===== src/rtl/bcd_pkg.sv =====
// Shared definitions for the digit-serial BCD add/subtract unit.
// Contents: digit width and decimal constants, operation encoding,
// FSM state encoding, and a digit validity helper.
package bcd_pkg;

   localparam int         BCD_W   = 4;
   localparam logic [3:0] BCD_MAX = 4'd9;
   localparam logic [3:0] BCD_ADJ = 4'd6;

   localparam logic OP_ADD = 1'b0;
   localparam logic OP_SUB = 1'b1;

   typedef enum logic [2:0] {
      ST_IDLE   = 3'd0,
      ST_CHECK  = 3'd1,
      ST_CALC   = 3'd2,
      ST_NEGATE = 3'd3,
      ST_DONE   = 3'd4
   } state_t;

   // True when the nibble is a legal BCD digit (0..9).
   function automatic logic bcd_digit_valid(input logic [3:0] d);
      return (d <= BCD_MAX);
   endfunction

endpackage


===== src/rtl/bcd_digit_step.sv =====
// One BCD digit adder with decimal correction.
// Ports:
//   a, b   : input BCD digits
//   inv_b  : replace b by its 9's complement (9-b) before adding
//   cin    : decimal carry in
//   s      : corrected BCD sum digit
//   cout   : decimal carry out
module bcd_digit_step
   import bcd_pkg::*;
(
   input  logic [3:0] a,
   input  logic [3:0] b,
   input  logic       inv_b,
   input  logic       cin,
   output logic [3:0] s,
   output logic       cout
);

   logic [3:0] bd_s;
   logic [4:0] sum_s;
   logic [4:0] adj_s;

   // Binary digit sum, then +6 correction when the sum leaves the decimal range.
   always_comb begin
      bd_s  = inv_b ? (BCD_MAX - b) : b;
      sum_s = {1'b0, a} + {1'b0, bd_s} + {4'b0000, cin};
      adj_s = sum_s + {1'b0, BCD_ADJ};
      if (sum_s > {1'b0, BCD_MAX}) begin
         s    = adj_s[3:0];
         cout = 1'b1;
      end else begin
         s    = sum_s[3:0];
         cout = 1'b0;
      end
   end

endmodule


===== src/rtl/bcd_serial_addsub.sv =====
// Digit-serial BCD add/subtract unit, one digit per clock.
// Subtraction yields sign-magnitude (neg + magnitude); addition yields sum + carry.
// Ports:
//   clk, reset : clock, synchronous active-high reset
//   start, op  : request (accepted only when idle), 0 = A+B, 1 = A-B
//   a, b       : BCD operands, digit 0 in bits [3:0]
//   busy, done : job in flight / one-cycle completion pulse
//   result     : BCD magnitude, valid with done, held until next accepted start
//   neg, carry : A<B for subtract / decimal overflow for add
//   err        : an operand nibble was not BCD; result forced to 0
module bcd_serial_addsub
   import bcd_pkg::*;
#(
   parameter int DIGITS = 8
)
(
   input  logic                  clk,
   input  logic                  reset,
   input  logic                  start,
   input  logic                  op,
   input  logic [4*DIGITS-1:0]   a,
   input  logic [4*DIGITS-1:0]   b,
   output logic                  busy,
   output logic                  done,
   output logic [4*DIGITS-1:0]   result,
   output logic                  neg,
   output logic                  carry,
   output logic                  err
);

   localparam int W  = BCD_W * DIGITS;
   localparam int IW = $clog2(DIGITS) + 1;
   localparam logic [IW-1:0] LAST_IDX = IW'(DIGITS - 1);

   state_t          state_r, state_nx_s;
   logic [IW-1:0]   idx_r;
   logic            c_r;
   logic            op_r;
   logic [W-1:0]    a_r, b_r, result_r;
   logic            busy_r, done_r, neg_r, carry_r, err_r;

   logic [3:0]      a_dig_s, b_dig_s, r_dig_s;
   logic [3:0]      step_a_s, step_b_s, step_s;
   logic            step_inv_s, step_cout_s;
   logic [W-1:0]    result_wr_s;
   logic            invalid_s;
   logic            last_s;

   // True when any nibble of the word is not a legal BCD digit.
   function automatic logic any_invalid(input logic [W-1:0] w);
      logic bad;
      bad = 1'b0;
      for (int i = 0; i < DIGITS; i++) begin
         bad = bad | ~bcd_digit_valid(w[i*BCD_W +: BCD_W]);
      end
      return bad;
   endfunction

   // Select the current digit of each stored word and build the result with that digit replaced.
   always_comb begin
      a_dig_s     = 4'd0;
      b_dig_s     = 4'd0;
      r_dig_s     = 4'd0;
      result_wr_s = result_r;
      for (int i = 0; i < DIGITS; i++) begin
         a_dig_s = a_dig_s | (a_r[i*BCD_W +: BCD_W]      & {BCD_W{idx_r == IW'(i)}});
         b_dig_s = b_dig_s | (b_r[i*BCD_W +: BCD_W]      & {BCD_W{idx_r == IW'(i)}});
         r_dig_s = r_dig_s | (result_r[i*BCD_W +: BCD_W] & {BCD_W{idx_r == IW'(i)}});
         result_wr_s[i*BCD_W +: BCD_W] = (idx_r == IW'(i)) ? step_s : result_r[i*BCD_W +: BCD_W];
      end
   end

   // Shared digit adder: NEGATE computes 0 + (9 - result) + c, CALC computes A +/- B.
   always_comb begin
      step_a_s   = (state_r == ST_NEGATE) ? 4'd0 : a_dig_s;
      step_b_s   = (state_r == ST_NEGATE) ? r_dig_s : b_dig_s;
      step_inv_s = (state_r == ST_NEGATE) ? 1'b1 : op_r;
      invalid_s  = any_invalid(a_r) | any_invalid(b_r);
      last_s     = (idx_r == LAST_IDX);
   end

   bcd_digit_step u_step (
      .a     (step_a_s),
      .b     (step_b_s),
      .inv_b (step_inv_s),
      .cin   (c_r),
      .s     (step_s),
      .cout  (step_cout_s)
   );

   // State register.
   always_ff @(posedge clk) begin
      if (reset) begin
         state_r <= ST_IDLE;
      end else begin
         state_r <= state_nx_s;
      end
   end

   // Next-state logic; a subtract that ends without carry still needs the magnitude negated.
   always_comb begin
      state_nx_s = state_r;
      case (state_r)
         ST_IDLE: begin
            if (start) begin
               state_nx_s = ST_CHECK;
            end else begin
               state_nx_s = ST_IDLE;
            end
         end
         ST_CHECK: begin
            if (invalid_s) begin
               state_nx_s = ST_DONE;
            end else begin
               state_nx_s = ST_CALC;
            end
         end
         ST_CALC: begin
            if (!last_s) begin
               state_nx_s = ST_CALC;
            end else if ((op_r == OP_SUB) && !step_cout_s) begin
               state_nx_s = ST_NEGATE;
            end else begin
               state_nx_s = ST_DONE;
            end
         end
         ST_NEGATE: begin
            if (last_s) begin
               state_nx_s = ST_DONE;
            end else begin
               state_nx_s = ST_NEGATE;
            end
         end
         ST_DONE: begin
            state_nx_s = ST_IDLE;
         end
         default: begin
            state_nx_s = ST_IDLE;
         end
      endcase
   end

   // Operand capture, digit index, running carry, result digits and flags.
   always_ff @(posedge clk) begin
      if (reset) begin
         a_r      <= '0;
         b_r      <= '0;
         op_r     <= 1'b0;
         idx_r    <= '0;
         c_r      <= 1'b0;
         result_r <= '0;
         busy_r   <= 1'b0;
         done_r   <= 1'b0;
         neg_r    <= 1'b0;
         carry_r  <= 1'b0;
         err_r    <= 1'b0;
      end else begin
         busy_r <= (state_nx_s != ST_IDLE);
         done_r <= (state_nx_s == ST_DONE);
         case (state_r)
            ST_IDLE: begin
               if (start) begin
                  a_r     <= a;
                  b_r     <= b;
                  op_r    <= op;
                  neg_r   <= 1'b0;
                  carry_r <= 1'b0;
                  err_r   <= 1'b0;
               end
            end
            ST_CHECK: begin
               if (invalid_s) begin
                  err_r    <= 1'b1;
                  result_r <= '0;
               end else begin
                  idx_r <= '0;
                  c_r   <= op_r;   // carry-in 1 turns 9's complement into 10's complement
               end
            end
            ST_CALC: begin
               result_r <= result_wr_s;
               c_r      <= step_cout_s;
               if (last_s) begin
                  idx_r <= '0;
                  if (op_r == OP_ADD) begin
                     carry_r <= step_cout_s;
                  end else if (!step_cout_s) begin
                     neg_r <= 1'b1;
                     c_r   <= 1'b1;
                  end
               end else begin
                  idx_r <= idx_r + IW'(1);
               end
            end
            ST_NEGATE: begin
               result_r <= result_wr_s;
               c_r      <= step_cout_s;
               if (last_s) begin
                  idx_r <= '0;
               end else begin
                  idx_r <= idx_r + IW'(1);
               end
            end
            ST_DONE: begin
               idx_r <= '0;
            end
            default: begin
               idx_r <= '0;
            end
         endcase
      end
   end

   assign busy   = busy_r;
   assign done   = done_r;
   assign result = result_r;
   assign neg    = neg_r;
   assign carry  = carry_r;
   assign err    = err_r;

endmodule

===== config.mk =====
export PLATFORM = sky130hd
export DESIGN_NAME = bcd_serial_addsub
export DESIGN_NICKNAME = d
export VERILOG_FILES = /design/src/rtl/bcd_pkg.sv /design/src/rtl/bcd_digit_step.sv /design/src/rtl/bcd_serial_addsub.sv
export SDC_FILE = /design/constraint.sdc
export NUM_CORES = 1
export LEC_CHECK = 0
export CAP_MARGIN = 20
export CORE_MARGIN = 2
export CORE_UTILIZATION = 50
export DETAILED_ROUTE_END_ITERATION = 10
export PLACE_DENSITY = 0.82
export RECOVER_POWER = 50
export SLEW_MARGIN = 20
export SYNTH_ARGS = -nofsm -noshare
export SYNTH_HDL_FRONTEND = slang
export SYNTH_SLANG_ARGS = --single-unit
export TNS_END_PERCENT = 30

===== constraint.sdc =====
create_clock -name clk -period 5.05 [get_ports clk]
set_input_delay 0.7575 -clock clk [delete_from_list [all_inputs] [get_ports clk]]
set_output_delay 0.7575 -clock clk [all_outputs]
set_load 0.05 [all_outputs]

Yosys cells after proc, flatten, opt, wreduce, memory -nomap -nowiden:

Index checks and enable logic that the tools add are counted.
Widths: inputs -> output; s select.

* $lt $le $gt $ge: 17
* mux-type cells: 39
* reductions and logical operators: 24
* equality and inequality tests: 26
* $add $sub $neg: 5
* bitwise operators: 77

Operators with widths (number)
* $and 4x4->4: 24
* $or 4x4->4: 21
* $le 4x4->1 const B: 16
* $pmux 32 s2: 1
* $mux 4: 14
* $mux 32: 1
* $reduce_and 3->1: 9
* $not 1->1: 17
* $eq 4x3->1 const B: 4
* $ne 2x1->1 const B: 8
* $or 1x1->1: 15
* $ne 2x2->1 const B: 7
* $mux 1: 13
* $mux 3: 4
* $pmux 3 s4: 1
* $pmux 4 s3: 1
* $eq 4x2->1 const B: 2
* $eq 3x2->1 const B: 2
* $pmux 1 s2: 3
* $reduce_and 2->1: 3
* $reduce_bool 2->1: 3
* $reduce_bool 3->1: 2
* $add 4x4->5: 1
* $add 5x1->5: 1
* 15 further kinds: 15

* register bits after elaboration: 110
* bits of input ports: 68

Depth between registers and ports, before layout:

* depth in word-level cells: 22
* mapped depth: 19

By module:

From an unflattened synthesis, not the netlist that was laid out.

* cell total of the unflattened synthesis: 732
* area total of the unflattened synthesis: 5758.0 sq um

Modules (own cells, without submodules)
* bcd_serial_addsub: cells each 697, times used 1, area an instance 5480.3 sq um
* bcd_digit_step: cells each 35, times used 1, area an instance 277.8 sq um

Least setup slack after synthesis:

OpenSTA, ideal clock, no wires.

* kind: reg2reg
* start: register idx_r[0]
* end: register result_r[10] (netlist: result[10])
* data required time: 4933 ps
* buffers on the path: 1
* clock period less this slack: 3790 ps
* cell stages (with the launch flop): 18
* slack: 1260 ps
* data arrival time: 3672 ps
* cell sequence: dfxtp_1 ha_1 and3b_1 buf_6 a222oi_1 nand3_1 a211oi_1 a41oi_1 inv_1 ha_1 mux2_2 ha_1 nor2_1 a21oi_2 xnor2_1 o21a_2 mux2_4 a32o_1

* longest elaborated chain between the ends: 18

Ends and longest elaborated chain
* start: declaration: RTL line bcd_serial_addsub.sv:36 `logic [IW-1:0] idx_r;`
* start signal: assignment: RTL line bcd_serial_addsub.sv:192 `idx_r <= idx_r + IW'(1);`
* start signal: assignment: RTL line bcd_serial_addsub.sv:201 `idx_r <= idx_r + IW'(1);`
* $eq 4x1->1 / $logic_not 4->1 (equally long branches): RTL line bcd_serial_addsub.sv:66, bcd_serial_addsub.sv:67, bcd_serial_addsub.sv:68
* $and 4x4->4, on equally long branches: RTL line bcd_serial_addsub.sv:67, bcd_serial_addsub.sv:68
* $or 4x4->4, on equally long branches (7 in series): RTL line bcd_serial_addsub.sv:67, bcd_serial_addsub.sv:68
* $mux 4: RTL line bcd_serial_addsub.sv:76 `step_b_s = (state_r == ST_NEGATE) ? r_dig_s : b_dig_s;`
* $sub 4x4->4: RTL line bcd_digit_step.sv:25 `bd_s = inv_b ? (BCD_MAX - b) : b;`
* $mux 4: RTL line bcd_digit_step.sv:25
* $add 4x4->5: RTL line bcd_digit_step.sv:26 `sum_s = {1'b0, a} + {1'b0, bd_s} + {4'b0000, cin};`
* $add 5x1->5: RTL line bcd_digit_step.sv:26
* $add 4x3->4 / $gt 5x4->1 (equally long branches): RTL line bcd_digit_step.sv:27, bcd_digit_step.sv:28
* $mux 4: RTL line bcd_digit_step.sv:28 `if (sum_s > {1'b0, BCD_MAX}) begin`
* $mux 4: RTL line bcd_serial_addsub.sv:69 `result_wr_s[i*BCD_W +: BCD_W] = (idx_r == IW'(i)) ? step_s : result_r[i*BCD_W +: BCD_W];`
* $pmux 32 s2: RTL line bcd_serial_addsub.sv:160 `case (state_r)`
* end signal: assignment: RTL line bcd_serial_addsub.sv:181 `result_r <= result_wr_s;`
* end signal: assignment: RTL line bcd_serial_addsub.sv:196 `result_r <= result_wr_s;`
* end: declaration: RTL line bcd_serial_addsub.sv:39 `logic [W-1:0] a_r, b_r, result_r;`

Parallel ways exist; a longest one is shown, timed or not. The select of a mux whose other input is x is not followed.
A chain may end at the register's enable or synchronous reset.

Worst setup path after layout:

* start: register idx_r[3]
* end: register result_r[14] (netlist: result[14])

The elaborated chain is that of the path after synthesis.

==> results_dict.tcl <==
set metrics [dict create \
    status "complete, but fails checks" \
    violations "max-capacitance violations, max-slew violations" \
    firstDrtPassIters 7 \
    whs_path_depth 2 \
    arrival_ns 4.62 \
    core-area_mm2 0.00982 \
    place.gp.congestion 0.927 \
    critPathMaxFanout 15 \
    tightest_slew_ns 2.15 \
    async_flop_share 0 \
    hp-class "reg2reg" \
    pwr-share-clk 0.249 \
    cts_tree "done" \
    num-fill-cells 872 \
    ys_seq_area_frac 0.433 \
    yosys.cell_types.count 54 \
    tns_ns 0 \
    timing.fmax_mhz 230 \
    synth_nets 696 \
    dp_hpwl_um 11100 \
    ios 105 \
    yosys.area_share.simple 0.210 \
    num_rows 36 \
    num_vias 4936 \
    antenna_found_initial 0 \
    crit_required_ns 5.32 \
    setup_viol 0 \
    area_growth_syn_to_layout_pct 24.3 \
    p_per_area_mw_per_mm2 316 \
    grt_usage 0.270 \
    numCtsBuffers 9 \
    cp-end-kind "flop" \
    synth_compound_area_frac 0.242 \
    irDropWorstVdd_v 0.000189 \
    switching_share 0.337 \
    io_buffers 104 \
    p_int_uw 1320 \
    synth-edff-count 0 \
    finalClockSkew_ns 0.0121 \
    cts.sinks 110 \
    cp-start-kind "flop" \
    fin_crit_ns 4.35 \
    drc_errors 0 \
    start_util 0.517 \
    die_w_um 105 \
    regArea_mm2 0.00220 \
    synth_warnings 0 \
    combPwrFrac 0.251 \
    hold_viol 0 \
    design.die.area_mm2 0.0110 \
    fp.dieH_um 105 \
    synth_xor_area_frac 0.00690 \
    reg2reg_depth 14 \
    maxCapViolCount 3 \
    synthMuxAreaShare 0.0268 \
    routedWlPerCell_um 17.8 \
    timing.slew.headroom -0.433 \
    clk_pin_slew_ns 0.10 \
    synth_top_family_by_area "compound AO/OA/AOI/OAI gates" \
    synth_flop_cell "dfxtp_1" \
    power_frac_seq 0.500 \
    instances_no_fill 831 \
    syn_avg_cell_area_um2 8.23 \
    hold_buffers 0 \
    multi_input_area_mm2 0.00263 \
    synth_cells 617 \
    path_class "reg2reg" \
    drive_gt1_frac 0.0544 \
    rsz0062_at_grt "no" \
    yosys_register_bits 110 \
    grt_max_degree 68 \
    post_cts_buffers 0 \
    p_leak_uw 0.00231 \
    max-clock-path-buffers 2 \
    nNetsFinal 773 \
    drt_iter0_markers 415 \
    antennaDiodeCount 0 \
    p_switching_uw 673 \
    cts_resized 0 \
    wl_um 14800 \
    netlist_area_mm2 0.00508 \
    min_period_over_period 0.862 \
    cts_htree_levels 3 \
    synth_adder_area_share 0.0300 \
    first_global_vias 4868 \
    clockRootBuffer "clkbuf_8" \
    ant_nets 0 \
    slew_violations 167 \
    avgViaCountPerCell 5.94 \
    layout_commonest_cell "nand2_1" \
    grt_pass1_wl_um 24300 \
    clk_latency_ns 0.38 \
    final_cell_mix "nand2_1 (157), dfxtp_1 (110), clkdlybuf4s50_1 (87), a21oi_1 (78), a22oi_1 (27)" \
    grt_overflow_total 0 \
    placedCellCount 816 \
]
## synthesized netlist by cell type (3+ instances only)
cell type / n / area, µm²
a32o_1: 15 / 150
and3b_1: 5 / 43.8
a221oi_1: 6 / 52.6
dfxtp_1: 110 / 2200
a32oi_1: 9 / 78.8
buf_2: 14 / 70.1
o211ai_1: 3 / 22.5
nor3_1: 6 / 30.0
nand2b_1: 11 / 68.8
o21ai_1: 9 / 45.0
ha_1: 9 / 113
nor2_1: 19 / 71.3
nor3b_2: 4 / 50.1
clkbuf_1: 27 / 101
a222oi_1: 3 / 30.0
a21oi_1: 78 / 390
inv_1: 7 / 26.3
a31oi_1: 6 / 37.5
nand4_1: 8 / 50.1
buf_4: 4 / 30.0
a22oi_1: 27 / 203
nand2_1: 157 / 589
mux2i_1: 11 / 110
nand3b_1: 4 / 30.0
o21ai_0: 14 / 70.1
a22o_1: 5 / 43.8
nand3_1: 8 / 40.0
## final timing paths
| path | start | end | slack (ns) |
|---|---|---|---|
| setup / recovery | idx_r[3] | result[14] | 0.70 |
| hold / removal | err | err | 0.46 |
| setup reg to reg | idx_r[3] | result[14] | 0.70 |
| hold reg to reg | err | err | 0.46 |
## cell families after synthesis
kind of cell | Yosys count
DFF | 110
xor gates and xnor gates | 4
adders and majority gates | 11
muxes | 13
and+or+nand+nor | 235
buffers and inverters | 56
AOI/OAI and AO/OA | 188
## layout make-up
| class | count | area share |
|---|---|---|
| inverters | 7 | 0.00416 |
| clock inverters | 6 | 0.00892 |
| flip-flops and latches | 110 | 0.349 |
| clock buffers | 9 | 0.0196 |
| repair buffers | 115 | 0.176 |
| well taps | 133 | 0.0264 |
| multi-input cells | 451 | 0.416 |
## power by group through the flow
stage	registers, µW	clock network [µW]	logic [µW]
2_1_floorplan	1010	0	338
3_3_place_gp	1010	0	478
3_5_place_dp	1020	0	493
4_1_cts	997	499	497
5_1_grt	1010	531	555
6_report	999	497	501
## layer usage
layer  GRT usage  up-vias  part of all wire
met2       0.464      221              0.49
met5           0        -                 0
met3      0.0505       29             0.069
met4      0.0876        0             0.021
li1            -     2364                 -
met1       0.342     2322              0.42
## flip-flops by register name, indices dropped and copies added (netlist names)
name     count
result      32
b_r         32
idx_r        4
neg          1
err          1
c_r          1
carry        1
busy         1
a_r         32
state_r      3
op_r         1
done         1
## through the flow
stage	utilization	power (µW)	instance area, µm²	setup slack [ns]	hold WS, ns
detailed placement	0.625	1510	6140	0.739	0.449
floorplan	-	1350	5080	1.26	0.436
global placement	0.625	1490	6140	0.931	0.447
CTS	0.644	1990	6320	0.698	0.463
global route	0.643	2090	6310	0.361	0.488
finish	0.643	2000	6310	0.698	0.456
## worst max-delay path, cell delays in order, from the launching register on
cell and delay, ns:
dfxtp_1 0.64, and3b_1 0.37, a222oi_1 0.39, nand3_1 0.12, a211oi_1 0.27, a41oi_1 0.10
inv_1 0.18, ha_1 0.24, mux2_2 0.26, ha_1 0.32, xor2_1 0.30, and2_1 0.22
o21a_2 0.23, mux2_4 0.37, a32o_1 0.23
Note: power is estimated with default switching activity, not from simulation.
